$ cat config.mk
export PLATFORM = sky130hd
export DESIGN_NAME = hm10_uart_rx_fifo
export DESIGN_NICKNAME = d
export VERILOG_FILES = /design/src/rtl/hm10_uart_rx_fifo.sv
export SDC_FILE = /design/constraint.sdc
export NUM_CORES = 1
export LEC_CHECK = 0
export BUFFER_PORTS_ARGS = -buffer_cell sky130_fd_sc_hd__clkbuf_2
export CAP_MARGIN = 25
export CORE_UTILIZATION = 50
export DETAILED_ROUTE_END_ITERATION = 8
export PLACE_DENSITY = 0.66
export SLEW_MARGIN = 0
export SYNTH_ARGS = -nofsm -noshare
export SYNTH_HDL_FRONTEND = slang
export SYNTH_SLANG_ARGS = --single-unit
$ cat constraint.sdc
create_clock -name clock -period 4.1 [get_ports clock]
set_input_delay 0.41 -clock clock [delete_from_list [all_inputs] [get_ports clock]]
set_output_delay 0.41 -clock clock [all_outputs]
set_load 0.02 [all_outputs]
$ cat src/rtl/hm10_uart_rx_fifo.sv
// hm10_uart_rx_fifo
// Receive front end for the HM-10 Bluetooth link. Deserialises the 8N1 stream
// on fpga_rxd and queues received bytes in a first-word-fall-through FIFO.
//
// Ports
//   clock        system clock, rising edge
//   resetn       asynchronous active-low reset
//   fpga_rxd     serial input from the HM-10 TXD pin (asynchronous, idles high)
//   rd_en        pop the head byte (ignored while empty)
//   clear_flags  one-cycle pulse clearing frame_err and overflow
//   rd_data      head byte, 0 while empty
//   empty/full   FIFO occupancy flags
//   count        number of stored bytes (0 .. 2^ADDR_W)
//   rx_busy      receiver FSM is not idle
//   frame_err    sticky: a stop bit was sampled low
//   overflow     sticky: a good byte was dropped because the FIFO was full
//
// Handshake: a byte is available whenever empty=0 and is presented on rd_data;
// holding rd_en high at a rising edge consumes it, and the next byte (or the
// empty indication) appears after that edge.
module hm10_uart_rx_fifo #(
  parameter int CLKS_PER_BIT = 104,
  parameter int ADDR_W       = 4
) (
  input  logic              clock,
  input  logic              resetn,
  input  logic              fpga_rxd,
  input  logic              rd_en,
  input  logic              clear_flags,
  output logic [7:0]        rd_data,
  output logic              empty,
  output logic              full,
  output logic [ADDR_W:0]   count,
  output logic              rx_busy,
  output logic              frame_err,
  output logic              overflow
);

  localparam int DEPTH = 1 << ADDR_W;
  localparam int CNT_W = $clog2(CLKS_PER_BIT);
  localparam logic [CNT_W-1:0]  HALF_END = CNT_W'(CLKS_PER_BIT / 2 - 1);
  localparam logic [CNT_W-1:0]  BIT_END  = CNT_W'(CLKS_PER_BIT - 1);
  localparam logic [ADDR_W:0]   DEPTH_C  = (ADDR_W + 1)'(DEPTH);

  typedef enum logic [1:0] {IDLE, START, DATA, STOP} state_t;

  // Synchroniser and arming
  logic        sync1, rxs;
  logic [1:0]  warm;
  logic        armed;

  // The synchroniser resets to 1, which says nothing about the real line, so
  // arming waits until two edges have filled the synchroniser from the pin.
  // A line held low across reset release thus never starts a frame.
  always_ff @(posedge clock or negedge resetn) begin
    if (!resetn) begin
      sync1 <= 1'b1;
      rxs   <= 1'b1;
      warm  <= 2'b00;
      armed <= 1'b0;
    end else begin
      sync1 <= fpga_rxd;
      rxs   <= sync1;
      warm  <= {warm[0], 1'b1};
      if (warm[1] && rxs) armed <= 1'b1;
    end
  end

  // Receiver FSM
  state_t            state, state_n;
  logic [CNT_W-1:0]  cnt;
  logic [2:0]        bit_idx;
  logic [7:0]        shift;
  logic              cnt_clr, idx_clr, shift_en, push, ferr_set;

  always_ff @(posedge clock or negedge resetn) begin
    if (!resetn) state <= IDLE;
    else         state <= state_n;
  end

  always_comb begin
    state_n  = state;
    cnt_clr  = 1'b0;
    idx_clr  = 1'b0;
    shift_en = 1'b0;
    push     = 1'b0;
    ferr_set = 1'b0;
    case (state)
      IDLE: begin
        cnt_clr = 1'b1;
        if (armed && !rxs) state_n = START;
      end
      START: begin
        if (cnt == HALF_END) begin
          cnt_clr = 1'b1;
          idx_clr = 1'b1;
          state_n = rxs ? IDLE : DATA;   // high at mid-start is a glitch
        end
      end
      DATA: begin
        if (cnt == BIT_END) begin
          cnt_clr  = 1'b1;
          shift_en = 1'b1;
          if (bit_idx == 3'd7) state_n = STOP;
        end
      end
      STOP: begin
        // Leave mid-stop-bit so a back-to-back start edge is not missed.
        if (cnt == BIT_END) begin
          cnt_clr = 1'b1;
          state_n = IDLE;
          if (rxs) push     = 1'b1;
          else     ferr_set = 1'b1;
        end
      end
      default: state_n = IDLE;
    endcase
  end

  always_ff @(posedge clock or negedge resetn) begin
    if (!resetn) begin
      cnt     <= '0;
      bit_idx <= '0;
      shift   <= '0;
    end else begin
      cnt <= cnt_clr ? '0 : cnt + 1'b1;
      if (idx_clr)       bit_idx <= '0;
      else if (shift_en) bit_idx <= bit_idx + 3'd1;
      if (shift_en) shift[bit_idx] <= rxs;
    end
  end

  assign rx_busy = (state != IDLE);

  // FIFO
  logic [7:0]        mem [DEPTH];
  logic [ADDR_W-1:0] wr_ptr, rd_ptr;
  logic              do_push, do_pop, ovf_set;

  assign empty   = (count == '0);
  assign full    = (count == DEPTH_C);
  assign do_pop  = rd_en && !empty;
  // When full, a pop in the same cycle frees the slot the push needs.
  assign do_push = push && (!full || rd_en);
  assign ovf_set = push && full && !rd_en;

  always_ff @(posedge clock) begin
    if (do_push) mem[wr_ptr] <= shift;
  end

  // Memory is not reset, so mask the head while empty.
  assign rd_data = empty ? 8'h00 : mem[rd_ptr];

  always_ff @(posedge clock or negedge resetn) begin
    if (!resetn) begin
      wr_ptr <= '0;
      rd_ptr <= '0;
      count  <= '0;
    end else begin
      if (do_push) wr_ptr <= wr_ptr + 1'b1;
      if (do_pop)  rd_ptr <= rd_ptr + 1'b1;
      case ({do_push, do_pop})
        2'b10:   count <= count + 1'b1;
        2'b01:   count <= count - 1'b1;
        default: count <= count;
      endcase
    end
  end

  // Sticky flags: a set event wins over a coincident clear.
  always_ff @(posedge clock or negedge resetn) begin
    if (!resetn) begin
      frame_err <= 1'b0;
      overflow  <= 1'b0;
    end else begin
      if (ferr_set)         frame_err <= 1'b1;
      else if (clear_flags) frame_err <= 1'b0;
      if (ovf_set)          overflow  <= 1'b1;
      else if (clear_flags) overflow  <= 1'b0;
    end
  end

endmodule

==> results by group <==
Yosys
  • Synth Area in Simple Gates: 0.0867
  • Synth Cell Area: 0.00722 mm^2
  • Mapped Cells: 420
  • Area leader, netlist: edfxtp_1
  • Number of synthesized flops with an enable pin: 128
  • Largest family of logic cells by synthesized area: multiplexers
  • Ys async rst share: 0.238
  • Synth Area in Compound Gates: 0.0387
  • Top post-synthesis cells by area: edfxtp_1 (53%), dfrtp_1 (13%), mux4_2 (7.5%)
  • #FFs+latches synth: 168
  • Yosys warns: 0
  • Xor and xnor area share after synthesis: 0.0182
  • Dominant synthesized flop cell: edfxtp_1
  • Mux contribution to synthesized area: 0.138
  • Syn_nets: 437
  • Seq/Total Area, Yosys: 0.672
  • Distinct cells, synth: 54
  • Synthesized area per cell: 17.2 um^2
  • Synth Area in Adders: 0.0208
  • Share of the synthesized area in the top cell type: 0.533

Routing
  • Post-route ant nets: 0
  • Vias per cell: 5.82
  • Routed WL: 13000 um
  • DR iter-0 viols: 326
  • Average wire per standard cell: 20.3 um
  • 1st-pass router iterations: 6
  • Via Count: 3741
  • DRC: 0

Timing
  • Final Critical Period: 3.54 ns
  • TNS Setup: 0 ns
  • RSZ-0062 raised after global routing: false
  • FMAX: 283 MHz
  • Setup ws final: 0.561 ns
  • Setup Viol. Count Final: 0
  • Period utilization: 0.863
  • Final Hold Viols: 0
  • Max-slew violations: 0
  • Worst-margin pin slew: 1.01 ns
  • Hold_ws: 0.0637 ns
  • Slew margin rel.: 0.329
  • Worst clock skew: 0.0102 ns

Critical path
  • Worst EP required: 4.43 ns
  • Worst r2r path cells: 12
  • Setup CP Type: reg -> reg
  • CP endpoint kind: flip-flop
  • Top Family by Delay on Critical Path: simple AND/OR/NAND/NOR gates
  • CP max stage cell: dfrtp_1
  • Worst path max stage delay: 0.39 ns
  • Critical Path Fanout Max: 15
  • Worst EP arrival: 3.87 ns
  • Critical-path cell list: ha_1 -> nand3b_4 -> nor3_2 -> nor2b_4 -> inv_2 -> ha_1 -> xor2_1 -> ha_1 -> or2_2 -> a31oi_1 -> mux2_2 -> a211oi_1
  • Worst path depth: 12
  • Crit path buf inv count: 1
  • Most used cell along the critical path: ha_1
  • CP Launch Type: flip-flop
  • Flop-to-flop setup slack: 0.56 ns

Floorplanning
  • I/O pin count: 23
  • Core area: 0.0140 mm^2
  • Die span in y: 122 um
  • Die W: 122 um
  • Die area: 0.0149 mm^2
  • Starting density of the core: 0.516
  • Row count: 43

Clock network
  • # hold bufs at CTS: 0
  • Clk buf depth: 2
  • CTS Sinks: 168
  • CTS tree: yes
  • CTS root buf: clkbuf_16
  • Cts bufs inserted: 17
  • Worst-Skew Late Latency: 0.42 ns
  • H-tree levels: 4
  • Post-cts resize count: 0
  • Clock transition at path regs: 0.06 ns
  • Post-CTS Setup Repair Bufs: 0

Layout
  • Most common cell after layout, fill and taps aside: edfxtp_1
  • Commonest non-fill, non-tap cells in the layout: edfxtp_1 (128), dfrtp_1 (38), mux4_2 (24), clkbuf_2 (22), nor2_1 (18)
  • Area grow syn2layout: 13.1%
  • Diode count: 0
  • Share of post-route cells with drive strength above 1: 0.255
  • NumNets Final: 467
  • Fillers: 1051
  • Cell Count, Final, Fillers Out: 643

Pwr
  • VDD IR max: 0.287 mV
  • Static leakage: 3.15 nW
  • Total power: 0.00362 W
  • Pwr Density: 443 mW/mm^2

Placement
  • DP HPWL: 8440 um
  • Final GP Congestion: 0.791
  • Placed cells: 609
  • Pre-CTS setup slack: 0.598 ns
  • PortBufs: 22

Global route
  • Largest net degree at the start of global routing: 41
  • Vias in the first global route: 3658
  • Met1 usage: 0.266
  • Met2 Resource Use GR: 0.307
  • Total GRT Usage: 0.196
  • Initial antenna violation count: 0
  • Grt ovf: 0
  • M3 GR Usage: 0.0496
  • Gr busiest metal: met2
  • First-pass GRT wire length: 20700 um

Worst hold path
  • Worst Hold Class: in -> reg
  • Worst hold path cell count: 1

Status
  • Status: finished clean

Job
  • Max-cap violation count: 0
-- synthesized netlist by cell type, drive strengths merged (3+ instances only) --
cell type	n
nand4	6
a21oi	4
nor2	20
nor3	5
o22ai	4
and4	4
ha	12
mux4	32
and4b	8
mux2	14
buf	15
dfrtp	38
mux2i	8
a211oi	17
xnor2	11
nand3b	4
nand3	13
clkbuf	8
nor4b	5
inv	11
o21a	3
xor2	4
edfxtp	128
nor2b	13
nand2	13
-- final cells by class --
cell class / count / area (um^2) / share of cell area
clock buffers: 19 / 433 / 0.0530
inverters: 11 / 41.3 / 0.00506
multi-input cells: 218 / 2210 / 0.271
clock inverters: 13 / 179 / 0.0219
well taps: 180 / 225 / 0.0276
repair buffers: 34 / 228 / 0.0279
flip-flops and latches: 168 / 4850 / 0.594
-- layer usage --
metal / wire length, um / part of all wire
met5: 0 / 0
met4: 212 / 0.016
met3: 548 / 0.042
met2: 6400 / 0.49
met1: 5880 / 0.45
-- logic make-up after synthesis --
group | after synthesis
DFF | 168
and+or+nand+nor | 98
muxes | 54
AOI/OAI and AO/OA | 38
buffers and inverters | 34
xor gates and xnor gates | 15
adders and majority gates | 12
other | 1
-- stage by stage --
step | utilization | area (um^2)
floorplan | - | 7220
global placement | 0.538 | 7520
detailed placement | 0.538 | 7520
CTS | 0.581 | 8130
global route | 0.584 | 8160
finish | 0.584 | 8160
-- report_power, final --
group,internal (W),total [W],switching [W]
sequential,0.00184,0.00188,0.0000366
combinational,0.0000482,0.0000992,0.0000509
clock,0.00102,0.00164,0.000627
-- path summary, 6_finish.rpt --
path / start / end
max reg2reg: cnt[0]$_DFF_PN0_ / count[4]$_DFFE_PN0P_
min in group asynchronous: resetn / cnt[0]$_DFF_PN0_
max: cnt[0]$_DFF_PN0_ / count[4]$_DFFE_PN0P_
max in group asynchronous: resetn / sync1$_DFF_PN1_
min reg2reg: warm[0]$_DFF_PN0_ / warm[1]$_DFF_PN0_
min: fpga_rxd / sync1$_DFF_PN1_
-- flip-flops by register name, indices dropped and copies added (netlist names), named ones only --
signal / cells
armed: 1
warm: 2
overflow: 1
frame_err: 1
shift: 8
rd_ptr: 4
wr_ptr: 4
rxs: 1
mem: 128
bit_idx: 3
state: 1
count: 5
cnt: 7
sync1: 1
-- worst register-to-register path, stage by stage (launching register included) --
cell,delay (ns)
dfrtp_1,0.39
ha_1,0.31
nand3b_4,0.14
nor3_2,0.28
nor2b_4,0.37
inv_2,0.14
ha_1,0.37
xor2_1,0.20
ha_1,0.22
or2_2,0.29
a31oi_1,0.19
mux2_2,0.35
a211oi_1,0.18
Power figures use the tool's default switching activity.
